===== src/rtl/bus_sequencer.sv =====
// Transaction controller for common_bus. It turns single-word read/write requests into
// the select/data_in/LD/read/write/enable sequence that the shared bus expects.
module bus_sequencer #(
    parameter int DATA_W = 16,
    parameter int ADDR_W = 12
) (
    input  logic              clock,
    input  logic              reset_n,
    input  logic              req_valid,
    output logic              req_ready,
    input  logic              req_write,
    input  logic [ADDR_W-1:0] req_addr,
    input  logic [DATA_W-1:0] req_wdata,
    output logic              rsp_valid,
    output logic [DATA_W-1:0] rsp_rdata,
    output logic              busy,
    output logic [15:0]       txn_count,
    output logic [2:0]        bus_select,
    output logic [DATA_W-1:0] bus_data_in,
    output logic [5:0]        bus_LD,
    output logic [4:0]        bus_INR,
    output logic [4:0]        bus_CLR,
    output logic              bus_read,
    output logic              bus_write,
    output logic              bus_enable,
    input  logic [DATA_W-1:0] bus_data_out
);

    localparam logic [3:0] S_IDLE     = 4'd0;
    localparam logic [3:0] S_ADDR     = 4'd1;
    localparam logic [3:0] S_LDAR     = 4'd2;
    localparam logic [3:0] S_ASETTLE  = 4'd3;
    localparam logic [3:0] S_WSTROBE  = 4'd4;
    localparam logic [3:0] S_RSTROBE  = 4'd5;
    localparam logic [3:0] S_RSELECT  = 4'd6;
    localparam logic [3:0] S_RCAPTURE = 4'd7;
    localparam logic [3:0] S_DONE     = 4'd8;

    localparam logic [2:0] SEL_DATA_IN = 3'b000;
    localparam logic [2:0] SEL_MEM_DR  = 3'b111;

    logic [3:0]        r_state;
    logic              r_write;
    logic [ADDR_W-1:0] r_addr;
    logic [DATA_W-1:0] r_wdata;
    logic [DATA_W-1:0] r_rdata;
    logic [15:0]       r_txn_count;

    logic [3:0]        w_next_state;
    logic              w_accept;
    logic [DATA_W-1:0] w_addr_ext;

    assign w_addr_ext = {{(DATA_W-ADDR_W){1'b0}}, r_addr};
    assign w_accept   = (r_state == S_IDLE) && req_valid;

    always_comb begin
        w_next_state = S_IDLE;
        case (r_state)
            S_IDLE:     w_next_state = w_accept ? S_ADDR : S_IDLE;
            S_ADDR:     w_next_state = S_LDAR;
            S_LDAR:     w_next_state = S_ASETTLE;
            S_ASETTLE:  w_next_state = r_write ? S_WSTROBE : S_RSTROBE;
            S_WSTROBE:  w_next_state = S_DONE;
            S_RSTROBE:  w_next_state = S_RSELECT;
            S_RSELECT:  w_next_state = S_RCAPTURE;
            S_RCAPTURE: w_next_state = S_DONE;
            S_DONE:     w_next_state = S_IDLE;
            default:    w_next_state = S_IDLE;
        endcase
    end

    always_ff @(posedge clock) begin
        if (!reset_n) begin
            r_state     <= S_IDLE;
            r_write     <= 1'b0;
            r_addr      <= '0;
            r_wdata     <= '0;
            r_rdata     <= '0;
            r_txn_count <= '0;
        end else begin
            r_state <= w_next_state;
            if (w_accept) begin
                r_write <= req_write;
                r_addr  <= req_addr;
                r_wdata <= req_wdata;
            end
            if (r_state == S_RCAPTURE)
                r_rdata <= bus_data_out;
            if (r_state == S_DONE)
                r_txn_count <= r_txn_count + 16'd1;
        end
    end

    // Moore decode: every bus control comes from r_state plus the latched request.
    always_comb begin
        req_ready   = 1'b0;
        busy        = 1'b1;
        rsp_valid   = 1'b0;
        bus_enable  = 1'b1;
        bus_select  = SEL_DATA_IN;
        bus_data_in = '0;
        bus_LD      = '0;
        bus_read    = 1'b0;
        bus_write   = 1'b0;
        case (r_state)
            S_IDLE: begin
                req_ready  = 1'b1;
                busy       = 1'b0;
                bus_enable = 1'b0;
            end
            S_ADDR: begin
                bus_data_in = w_addr_ext;
            end
            S_LDAR: begin
                bus_data_in = w_addr_ext;
                bus_LD[0]   = 1'b1;
            end
            S_ASETTLE: begin
                // Bus register captures wdata on the same edge the address bus updates.
                bus_data_in = r_write ? r_wdata : w_addr_ext;
            end
            S_WSTROBE: begin
                bus_data_in = r_wdata;
                bus_write   = 1'b1;
            end
            S_RSTROBE: begin
                bus_data_in = w_addr_ext;
                bus_read    = 1'b1;
            end
            S_RSELECT, S_RCAPTURE: begin
                bus_select = SEL_MEM_DR;
            end
            S_DONE: begin
                rsp_valid = 1'b1;
            end
            default: begin
                busy       = 1'b0;
                bus_enable = 1'b0;
            end
        endcase
    end

    assign bus_INR   = '0;
    assign bus_CLR   = '0;
    assign rsp_rdata = r_rdata;
    assign txn_count = r_txn_count;

endmodule


===== config.mk =====
export PLATFORM = sky130hd
export DESIGN_NAME = bus_sequencer
export DESIGN_NICKNAME = d
export VERILOG_FILES = /design/src/rtl/bus_sequencer.sv
export SDC_FILE = /design/constraint.sdc
export NUM_CORES = 1
export LEC_CHECK = 0
export ABC_AREA = 1
export BUFFER_PORTS_ARGS = -buffer_cell sky130_fd_sc_hd__buf_2
export CAP_MARGIN = 20
export CORE_MARGIN = 5
export CORE_UTILIZATION = 45
export DETAILED_ROUTE_END_ITERATION = 12
export PLACE_DENSITY = 0.75
export SYNTH_ARGS = -nofsm -noshare
export SYNTH_HDL_FRONTEND = slang
export SYNTH_SLANG_ARGS = --single-unit
export TNS_END_PERCENT = 10

===== constraint.sdc =====
create_clock -name clock -period 2.59 [get_ports clock]
set_input_delay 0.3885 -clock clock [delete_from_list [all_inputs] [get_ports clock]]
set_output_delay 0.3885 -clock clock [all_outputs]
set_load 0.01 [all_outputs]

==> impl_metrics.toml <==
[status]
status = "complete, no violations"

[route]
final_antenna_net_count = 0
num_vias = 2806
drtPass1Iterations = 4
drtIter0Drc = 133
post-route-drc-count = 0
wl_per_cell_um = 12.2
wirelength_um = 7200
routed_via_density = 4.76

[floorplanning]
die_height_um = 90.9
start_util = 0.463
core_area_um2 = 6350
dieArea_um2 = 8260
die_w_um = 90.9
io_pins = 121
row_count = 29

[synth]
synth_seq_cells = 65
synth_top_area_share = 0.442
syn_avg_cell_area_um2 = 7.18
yosysWarnings = 0
synth_area_leaders = "dfxtp_1, nor2_1, o21ai_0"
synthCells = 410
syn_area_um2 = 2940
ys_seq_area_frac = 0.442
ys_types = 26
yosysTopAreaCell = "dfxtp_1"

[finish]
areaGrowthSynthToFinish_pct = 21.6
fin_nets = 557
multi_input_area_um2 = 1240
final_cell_mix = "buf_2, nor2_1, dfxtp_1"
final_area_um2 = 3580
n_fill_cell = 625
drive_above_1_share = 0.263
final_core_util = 0.563
antennaDiodeCount = 0
final_common_cell = "buf_2"
regArea_um2 = 1300

[timing]
hold_violations = 0
finalSetupTns_ns = 0
post-route-period-util = 0.799
worstMarginPinSlew_ns = 0.864
postLayoutSetupSlackWorst_ns = 0.521
fmax_ghz = 0.483
fin_skew_ns = 0.00727
post-route-min-period_ns = 2.07
slew_viol_final = 0
rsz0062_at_grt = "no"
setup_viol = 0
max_slew_margin = 0.422

[clocking]
clock_sinks = 65
clock_path_buffers = 2
tritoncts = "built"
cts-resized-gates = 0
cts-hold-fix-buffers = 0
numCtsBuffers = 9
cts_setup_buffers = 0
h-tree-depth = 3
clkTransAtPathRegs_ns = 0.07
root_buffer = "clkbuf_8"
clk_latency_ns = 0.32

[worst_setup_path]
required_ns = 2.20
critPathKind = "register to output port"
cp_max_fo = 12
startpoint_type = "register"
crit_arrival_ns = 1.68
timing.critical_path.to_type = "output port"

[place]
portBuffers = 105
pre_cts_slack_ns = 0.803
postPlaceCellArea_um2 = 3400
gp_congestion = 0.785
dp_hpwl_um = 5310

[grt]
grt_start_max_net_pins = 60
grt_overflow_total = 0
grt_pass1_wl_um = 12000
grtUsageTotal = 0.173
grt_pass1_vias = 2667
antenna_found_initial = 0

[pwr]
p_leak_uw = 0.00175
power_density_nw_per_um2 = 613
peakVddDrop_uv = 335

[worst_hold_path]
hold_class = "input port to register"

[flow_run]
cap_violations = 0
## layer usage
metal / track usage / part of all wire / wire (um) / up-vias
met3: 0.0467 / 0.067 / 484 / 7
met4: 0.0636 / 0.013 / 94 / 0
met2: 0.297 / 0.49 / 3500 / 83
met1: 0.205 / 0.43 / 3120 / 1243
li1: - / - / - / 1473
met5: 0 / 0 / 0 / -
## cell type report
type,count,share of cell area
sequential,65,0.364
timing repair buffer,107,0.151
clock buffer,13,0.0444
clock inverter,3,0.00420
inverter,60,0.0630
tap,77,0.0269
multi-input combinational,265,0.347
## metrics by stage
stage	total power, uW	hold WS [ns]	cells
3_3_place_gp	1460	0.442	574
2_1_floorplan	1380	0.430	424
6_report	2190	0.313	590
5_1_grt	2320	0.322	590
3_5_place_dp	1470	0.449	574
4_1_cts	2230	0.299	590
## registers in the layout (all words and copies together) (netlist names)
name / count
r_state: 4
r_addr: 12
rsp_rdata: 16
txn_count: 16
r_write: 1
r_wdata: 16
## where the power goes
part | total (uW) | internal (uW) | switching [uW] | leakage, uW
Combinational | 354 | 126 | 228 | 0.00113
Clock | 751 | 396 | 356 | 0.0000932
Sequential | 1090 | 1070 | 21.3 | 0.000531
Total | 2190 | 1590 | 605 | 0.00175
## cells in the mapped netlist (all sizes together)
cell type  instances
a21oi             38
and3               2
buf               25
clkbuf             9
conb               1
dfxtp             65
ha                 1
inv               60
nand2             43
nand3             14
nand3b             1
nand4              4
nor2              76
nor3               4
o21ai             53
o22ai             12
xor2               2
## final timing paths
path                          from              to  slack (ns)  depth (start not counted)
setup / recovery        r_state[0]  bus_data_in[6]        0.52                          9
hold / removal    bus_data_out[10]   rsp_rdata[10]        0.31                          3
setup reg to reg        r_state[1]      r_wdata[1]        0.78                          6
hold reg to reg          r_addr[0]       r_addr[0]        0.45                          2
## worst max-delay path, stage by stage, from the launching register on
cell     delay, ns
dfxtp_1       0.37
inv_1         0.08
nand2_1       0.13
nand2_1       0.10
nand2_1       0.10
nand2_1       0.06
nor2_1        0.09
buf_4         0.20
o22ai_1       0.10
buf_2         0.15
## logic make-up (layout without fill, tap and decap cells)
family	after synthesis	in the layout	share of synthesized area
other	1	15	0.00127
and+or+nand+nor	144	144	0.210
DFF	65	65	0.442
xor gates and xnor gates	2	2	0.00595
buffers and inverters	94	183	0.154
adders and majority gates	1	1	0.00425
AOI/OAI and AO/OA	103	103	0.182
Note: power is estimated with default switching activity, not from simulation.
